[config.mk]
export PLATFORM = sky130hd
export DESIGN_NAME = alu_result_bcd
export DESIGN_NICKNAME = d
export VERILOG_FILES = /design/src/rtl/alu_result_bcd.sv
export SDC_FILE = /design/constraint.sdc
export NUM_CORES = 1
export LEC_CHECK = 0
export CAP_MARGIN = 30
export CORE_MARGIN = 2
export CORE_UTILIZATION = 55
export CTS_CLUSTER_DIAMETER = 120
export CTS_CLUSTER_SIZE = 40
export DETAILED_ROUTE_END_ITERATION = 7
export PLACE_DENSITY = 0.82
export SYNTH_ARGS = -nofsm -noshare
export SYNTH_HDL_FRONTEND = slang
export SYNTH_SLANG_ARGS = --single-unit
[constraint.sdc]
create_clock -name clk -period 4.1 [get_ports clk]
set_clock_uncertainty 0.05 [all_clocks]
set_input_delay 0.41 -clock clk [delete_from_list [all_inputs] [get_ports clk]]
set_output_delay 0.41 -clock clk [all_outputs]
set_load 0.02 [all_outputs]
[src/rtl/alu_result_bcd.sv]
// ALU result to sign + 3-digit BCD converter.
// Double-dabble engine behind a start/busy/done handshake.
module alu_result_bcd #(
  parameter int W = 8
) (
  input  logic         clk,
  input  logic         rst,
  input  logic         start,
  input  logic [W-1:0] result,
  input  logic         signed_mode,
  output logic         busy,
  output logic         done,
  output logic         neg,
  output logic [3:0]   bcd_hund,
  output logic [3:0]   bcd_tens,
  output logic [3:0]   bcd_ones
);

  localparam int CW = $clog2(W);
  localparam int SW = W + 12;
  localparam logic [CW-1:0] LAST = CW'(W - 1);

  localparam logic [1:0] IDLE  = 2'd0;
  localparam logic [1:0] SHIFT = 2'd1;
  localparam logic [1:0] DONE  = 2'd2;

  logic [1:0]    state;
  logic [SW-1:0] scr;
  logic [SW-1:0] scr_nx;
  logic [CW-1:0] cnt;
  logic          sign_r;
  logic          is_neg;
  logic [W-1:0]  mag;
  logic [3:0]    h_a;
  logic [3:0]    t_a;
  logic [3:0]    o_a;

  assign is_neg = signed_mode & result[W-1];
  assign mag    = is_neg ? (~result + 1'b1) : result;

  always_comb begin
    h_a = scr[SW-1:SW-4];
    t_a = scr[SW-5:SW-8];
    o_a = scr[SW-9:SW-12];
    if (h_a >= 4'd5) h_a = h_a + 4'd3;
    if (t_a >= 4'd5) t_a = t_a + 4'd3;
    if (o_a >= 4'd5) o_a = o_a + 4'd3;
    scr_nx = {h_a, t_a, o_a, scr[W-1:0]} << 1;
  end

  assign busy = (state == SHIFT);
  assign done = (state == DONE);

  always_ff @(posedge clk or posedge rst) begin
    if (rst) begin
      state    <= IDLE;
      scr      <= '0;
      cnt      <= '0;
      sign_r   <= 1'b0;
      neg      <= 1'b0;
      bcd_hund <= 4'd0;
      bcd_tens <= 4'd0;
      bcd_ones <= 4'd0;
    end else begin
      case (state)
        IDLE: begin
          if (start) begin
            sign_r <= is_neg;
            scr    <= {12'b0, mag};
            cnt    <= '0;
            state  <= SHIFT;
          end
        end
        SHIFT: begin
          scr <= scr_nx;
          cnt <= cnt + 1'b1;
          // outputs take the final shifted value on the same edge
          if (cnt == LAST) begin
            state    <= DONE;
            neg      <= sign_r;
            bcd_hund <= scr_nx[SW-1:SW-4];
            bcd_tens <= scr_nx[SW-5:SW-8];
            bcd_ones <= scr_nx[SW-9:SW-12];
          end
        end
        DONE:    state <= IDLE;
        default: state <= IDLE;
      endcase
    end
  end

endmodule
==> results by group, run 1 <==
Status
  • Status: finished, final reports clean

Clocking
  • TritonCTS clock tree: yes
  • Clock slew at reported path FFs: 100 ps
  • Clk buf depth: 2
  • CTS Buf Count: 5
  • Clk root buf: clkbuf_4
  • H-tree levels: 2
  • Cts hold-fix bufs: 0
  • Post-CTS setup buffers: 0
  • Post-cts sizing count: 0
  • CTS Sinks: 39
  • Clk_lat worst skew: about 340 ps

Global routing
  • First-pass GRT wire length: ~6 mm
  • Grt total ovfl: 0
  • Antenna violations before repair: 0
  • Pin count of the biggest net entering global routing: 40
  • Vias in the first global route: between 1000 and 1500
  • Overall routing resource usage: about a fifth

STA
  • Min cycle time layout: 2680 ps
  • Least-Margin Pin Slew: ~660 ps
  • Final worst slack: about 1400 ps
  • Fmax: approximately 370 MHz
  • RSZ-0062 raised after global routing: no
  • # setup viols final: 0
  • Final hold viol count: 0
  • Slew HR: between 50% and 60%
  • Setup_tns: 0 ps
  • Final max-slew violation count: 0
  • Tcrit/Tclk final: about two thirds

Logic synthesis
  • Ys async rst share: 100%
  • Top_reg_cell synth: dfrtp_1
  • Synth top area cells: dfrtp_1, o21ai_0, nand2_1, ha_1, xnor2_1
  • EDFF count, synth: 0
  • Cell taking the most area after synthesis: dfrtp_1
  • Mapped cell area: approximately 2000 sq um
  • Register bit total from synthesis: 39
  • Avg Cell Area, Syn: between 10 and 15 sq um
  • Distinct cells, synth: 32
  • Syn Inst Count: 200
  • Sequential share of the synthesized area: roughly half
  • Yosys top cell area share: between 40% and 50%
  • Net count of the mapped netlist: ~220
  • Syn. warnings: 0

Critical path
  • Slowest cell on crit path: clkdlybuf4s50_1
  • Critical Path End Type: output pin
  • Critical Path RT: roughly 3600 ps
  • Crit-path leading delay family: buffers and inverters
  • Critical path arrival: roughly 2200 ps
  • WP buf/inv: 2
  • CP Class: flip-flop to output pin
  • Worst setup SP type: flip-flop
  • Reg2reg end: bcd_ones[0]$_DFFE_PP0P_
  • R2r startpoint: state[1]$_DFFE_PP0P_
  • Delay of the slowest cell on the worst path: 640 ps
  • R2R Setup Slk: around 2100 ps
  • Worst R2R Path Depth: 4
  • Worst Path Max Fanout: 17
  • Critical-path cell list: nand2b_1 > inv_6 > clkdlybuf4s50_1
  • Critical path depth: 3

Route
  • Average wire per standard cell: 12.8 um
  • Final ANT Viol Nets: 0
  • First DRT Iteration DRCs: 60
  • DRC Markers: 0
  • Total Wirelength: approximately 3.5 mm
  • Pre-antenna DRT Iters: 4
  • Vias: about 1500
  • Vias/cell: roughly 5.4

Power
  • Total Power: approximately 1.7 mW
  • Pwr dens: about 730 nW/um^2
  • Pleak: 1.02 nW
  • VDD IR max: ~0.00035 V

Die
  • Core ar.: ~3400 sq um
  • DIE AREA: 4150 sq um
  • Die height: approximately 64 um
  • Cell Rows: 21
  • Die Wd: approximately 64 um
  • IO Pins: 27
  • Starting Density: around 59%

Place
  • Inst Count DP: between 200 and 300
  • Pre-CTS setup slack: between 1500 and 2000 ps
  • Hpwl dp: 2.60 mm
  • I/O Buffers: 26
  • Placer Congestion: approximately 0.82

Cells and area
  • Synthesis-to-layout area growth: 15.3%
  • Final cell count without fillers: around 270
  • Share of cells above drive strength 1: 8.81%
  • ANT cells: 0
  • Fin nets: approximately 250
  • Fill count: between 200 and 300

Flow run
  • Maximum capacitance violations: 0

Hold path
  • Worst hold path type: primary input to async pin
## cell usage after synthesis, types with 3 or more instances
cell       n
a31oi_1    3
dfrtp_1   39
nand2_1   31
nand3_1    4
nor3b_1    3
buf_6      5
o21ai_0   35
a21oi_1    9
mux2_2     5
inv_1     13
a22oi_1    7
nor3_1     4
xnor2_1    7
nor2_1     6
ha_1       9
nand2b_1   4
## where the power goes
| part | total [mW] | switching (mW) | internal [mW] | leakage (nW) |
|---|---|---|---|---|
| Sequential | 0.680 | 0.124 | 0.556 | 0.495 |
| Clock | 0.173 | 0.112 | 0.0610 | 0.0242 |
| Combinational | 0.826 | 0.466 | 0.361 | 0.503 |
## worst max-delay path by stage
| stage | start | end | slack [ps] |
|---|---|---|---|
| 3_3_place_gp | state[1]$_DFFE_PP0P_ | busy | 1830 |
| 4_1_cts | state[1]$_DFFE_PP0P_ | busy | 1410 |
| 5_1_grt | state[1]$_DFFE_PP0P_ | busy | 1260 |
| 3_5_place_dp | state[1]$_DFFE_PP0P_ | busy | 1780 |
| 2_1_floorplan | scr[12]$_DFFE_PP0P_ | bcd_tens[2]$_DFFE_PP0P_ | 2530 |
| 6_report | state[1]$_DFFE_PP0P_ | busy | 1420 |
## per-stage QoR
step	cell area (sq um)	util, %	hold WS [ps]
after floorplan	2010	-	396
after global placement	2270	66.5	410
after detailed placement	2270	66.5	420
after CTS	2310	67.7	442
after global routing	2310	67.7	479
final	2310	67.7	429
## area by class of cell
class / instances / area [sq um] / share of cell area, %
Inverter: 15 / 61.3 / 2.65
Clock buffer: 6 / 41.3 / 1.78
Tap cell: 46 / 57.6 / 2.49
Multi-Input combinational cell: 140 / 910 / 39.3
Timing Repair Buffer: 27 / 268 / 11.6
Sequential cell: 39 / 976 / 42.2
## worst register-to-register path, cell delays in order (launching register included)
cell and delay (ps):
dfrtp_1 450, nand2b_1 560, inv_6 180, nand2_4 260, mux2_2 380
## sequential cells by signal, indices dropped and copies added, names as in the netlist
name,flops
state,2
scr,20
bcd_ones,4
sign_r,1
cnt,3
bcd_hund,4
bcd_tens,4
neg,1
## routing by layer
| metal | track usage (%) | vias to the layer above | routed length [um] | part of all wire, % |
|---|---|---|---|---|
| met3 | 6.16 | 5 | 161 | 4.6 |
| met2 | 32.8 | 35 | 1740 | 50 |
| met1 | 23.6 | 695 | 1540 | 44 |
| met5 | 0 | - | 0 | 0 |
| met4 | 6.91 | 0 | 58 | 1.7 |
| li1 | - | 745 | - | - |
## placed cells by master, fill, tap and decap left out, types with 3 or more instances in the layout
cell             count
a21oi_1              9
a22oi_1              7
a31oi_1              3
clkbuf_4             5
clkdlybuf4s50_1     26
dfrtp_1             39
ha_1                 9
inv_1               13
mux2_2               5
nand2_1             31
nand2b_1             4
nand3_1              4
nor2_1               6
nor3_1               4
nor3b_1              3
o21ai_0             35
xnor2_1              7
## cells by family after synthesis
kind of cell / synth area share (%)
AOI/OAI and AO/OA: 17.8
and+or+nand+nor: 15.1
DFF: 48.6
buffers and inverters: 6.05
adders and majority gates: 5.61
xor gates and xnor gates: 3.49
muxes: 3.30
No activity file was read; power rests on OpenSTA's default activity.
==> run 2: changes to the inputs <==
--- a/config.mk
+++ b/config.mk
@@ -7,11 +7,11 @@
 export LEC_CHECK = 0
 export CAP_MARGIN = 30
 export CORE_MARGIN = 2
-export CORE_UTILIZATION = 55
+export CORE_UTILIZATION = 49
 export CTS_CLUSTER_DIAMETER = 120
 export CTS_CLUSTER_SIZE = 40
 export DETAILED_ROUTE_END_ITERATION = 7
-export PLACE_DENSITY = 0.82
+export PLACE_DENSITY = 0.77
 export SYNTH_ARGS = -nofsm -noshare
 export SYNTH_HDL_FRONTEND = slang
 export SYNTH_SLANG_ARGS = --single-unit
==> constraint.sdc (replaced) <==
create_clock -name clk -period 2.3 [get_ports clk]
set_clock_uncertainty 0.05 [all_clocks]
set_input_delay 0.23 -clock clk [delete_from_list [all_inputs] [get_ports clk]]
set_output_delay 0.23 -clock clk [all_outputs]
set_load 0.02 [all_outputs]
==> run 2 against run 1 <==
Global-route usage down 1.5 points. Non-clock buffer count up 1. Worst setup slack worse by 1200 ps. Clock power rose to 3.4 times the previous value. Worst hold slack worse by 130 ps. Cell count up 2.6%. Register-to-register slack worse by 1500 ps. Core utilization down 7.2 points. Die area up 11%. Sequential power up 76%. Count of clock-buffer cells in the layout unchanged. Critical path type unchanged. Highest routed layer unchanged.
==> results by group, run 2 (synthesis results as in run 1) <==
Status
  • Status: finished, final reports clean

Cells and area
  • Multi-input logic area: 910 sq um (unchanged)
  • Fin nets: 250 (+0.40%)
  • Register area: 976 sq um (unchanged)
  • Commonest non-fill, non-tap cell in the layout: dfrtp_1
  • Fill count: 361 (+30%)
  • Synthesis-to-layout area growth: 19.7%
  • Max reg flops: 20 (unchanged)
  • ANT cells: 0 (unchanged)
  • Share of cells above drive strength 1: 10.4% (+1.6 points)
  • Most frequent cells in the layout: dfrtp_1, o21ai_0, nand2_1
  • Post-route cell area: 2400 sq um (+3.8%)
  • Top reg by flops: scr

Route
  • First DRT Iteration DRCs: 98 (+63%)
  • Final ANT Viol Nets: 0 (unchanged)
  • Vias/cell: 5.24 (-3.4%)
  • Average wire per standard cell: 12.6 um (-1.7%)
  • Vias: 1466 (-0.95%)
  • DRC Markers: 0 (unchanged)
  • Total Wirelength: 3.53 mm (+0.77%)
  • Pre-antenna DRT Iters: 4 (unchanged)

STA
  • Final hold viol count: 0 (unchanged)
  • Least-Margin Pin Slew: 487 ps (-172 ps)
  • Setup_tns: 0 ps (unchanged)
  • Slew HR: 67.5% (+11 points)
  • Tcrit/Tclk final: 89.6%
  • Min cycle time layout: slightly above 2000 ps
  • Final max-slew violation count: 0 (unchanged)
  • Fmax: approximately 490 MHz
  • # setup viols final: 0 (unchanged)
  • Hold WS: 302 ps (-127 ps)
  • RSZ-0062 raised after global routing: no

Global routing
  • Antenna violations before repair: 0 (unchanged)
  • First-pass GRT wire length: 6.05 mm (-1.8%)
  • Grt total ovfl: 0 (unchanged)
  • Pin count of the biggest net entering global routing: 40 (unchanged)
  • Vias in the first global route: 1393 (-2.2%)
  • Overall routing resource usage: 18.1% (-1.5 points)

Clocking
  • CTS Buf Count: 5 (unchanged)
  • Clk root buf: clkbuf_8
  • TritonCTS clock tree: yes
  • H-tree levels: 2 (unchanged)
  • Clock slew at reported path FFs: 80 ps (-20 ps)
  • Post-CTS setup buffers: 0 (unchanged)
  • Clk buf depth: 2 (unchanged)
  • CTS Sinks: 39 (unchanged)
  • Cts hold-fix bufs: 0 (unchanged)
  • Clk_lat worst skew: 300 ps (-40 ps)
  • Post-cts sizing count: 0 (unchanged)

Critical path
  • CP Class: flip-flop to output pin
  • Worst Path Max Fanout: 16 (-1)
  • Delay of the slowest cell on the worst path: 630 ps (about the same)
  • Critical Path RT: 2020 ps (-1620 ps)
  • Critical Path End Type: output pin
  • Worst setup SP type: flip-flop
  • R2R Setup Slk: 570 ps (-1540 ps)
  • Slowest cell on crit path: clkdlybuf4s50_1
  • Critical path arrival: 1780 ps (-440 ps)
  • Critical-path cell list: nand2b_1 > inv_6 > clkdlybuf4s50_1

Die
  • Cell Rows: 23 (+9.5%)
  • Core ar.: 3970 sq um (+16%)
  • IO Pins: 27 (unchanged)
  • Die Wd: 68 um (+5.6%)
  • Die height: 68 um (+5.6%)
  • DIE AREA: 4620 sq um (+11%)
  • Starting Density: 50.5% (-8.2 points)

Power
  • Logic pwr share: 45.1% (-4.1 points)
  • Pleak: 1.06 nW (+4.1%)
  • Internal: 2.00 mW (+100%)
  • Sw Ratio: 39.0% (-2.8 points)
  • Pwr dens: 1360 nW/um^2 (+88%)
  • Clk pwr share: 18.1% (+7.8 points)
  • Reg power frac: 36.8% (-3.7 points)
  • VDD IR max: 0.000513 V (+45%)
  • Switch Pwr: 1.28 mW (+82%)

Place
  • Placed cell areas: 2280 sq um (+0.55%)
  • I/O Buffers: 26 (unchanged)
  • Placer Congestion: 0.791 (-3.7%)
  • Hpwl dp: 2.50 mm (-3.6%)

Hold path
  • Worst hold path type: primary input to async pin

Flow run
  • Maximum capacitance violations: 0 (unchanged)
run 2: cell count changes in the layout (fill, tap and decap cells not counted), sizes merged:
cell / before / now
clkinv: 0 / 1
buf: 1 / 2
bufinv: 0 / 1
run 2: layout make-up:
class / count / area share [%]
Multi-Input combinational cell: 140 / 37.9
Timing Repair Buffer: 28 / 11.5
Clock buffer: 6 / 3.44
Clock inverter: 2 / 1.46
Tap cell: 50 / 2.60
Inverter: 15 / 2.55
Sequential cell: 39 / 40.6
run 2: per-stage QoR:
stage          total power, mW  setup WS [ps]  cells  util (%)
2_1_floorplan             2.29            727    200         -
3_3_place_gp              2.65            550    272      57.5
3_5_place_dp              2.71            523    272      57.5
4_1_cts                   3.31            220    280      60.5
5_1_grt                   3.56            140    280      60.5
6_report                  3.27            239    280      60.5
run 2: power by group through the flow:
| stage | clock network [mW] | registers (mW) | logic [mW] |
|---|---|---|---|
| 5_1_grt | 0.636 | 1.25 | 1.68 |
| 3_3_place_gp | 0 | 1.21 | 1.45 |
| 4_1_cts | 0.605 | 1.21 | 1.50 |
| 3_5_place_dp | 0 | 1.22 | 1.49 |
| 6_report | 0.593 | 1.20 | 1.47 |
| 2_1_floorplan | 0 | 1.30 | 0.985 |
run 2: final timing paths:
path / start / end / cells after the start
min: rst / cnt[1]$_DFFE_PP0P_ / 3
min in group clk: bcd_hund[2]$_DFFE_PP0P_ / bcd_hund[2]$_DFFE_PP0P_ / 2
max reg2reg: scr[12]$_DFFE_PP0P_ / bcd_tens[2]$_DFFE_PP0P_ / 6
max in group asynchronous: rst / scr[1]$_DFFE_PP0P_ / 3
min reg2reg: bcd_hund[2]$_DFFE_PP0P_ / bcd_hund[2]$_DFFE_PP0P_ / 2
max: state[1]$_DFFE_PP0P_ / busy / 3
run 2: layer usage:
layer | vias to the layer above | global-route usage (%) | share of wire (%)
li1 | 747 | - | -
met1 | 683 | 21.5 | 46
met2 | 29 | 29.1 | 47
met3 | 7 | 6.09 | 4.7
met4 | 0 | 9.00 | 2.6
met5 | - | 0 | 0
run 2: critical path, delay by kind of cell (launching register included):
kind	cells	cell delay, ps
buffers and inverters	2	800
DFF	1	440
and+or+nand+nor	1	240
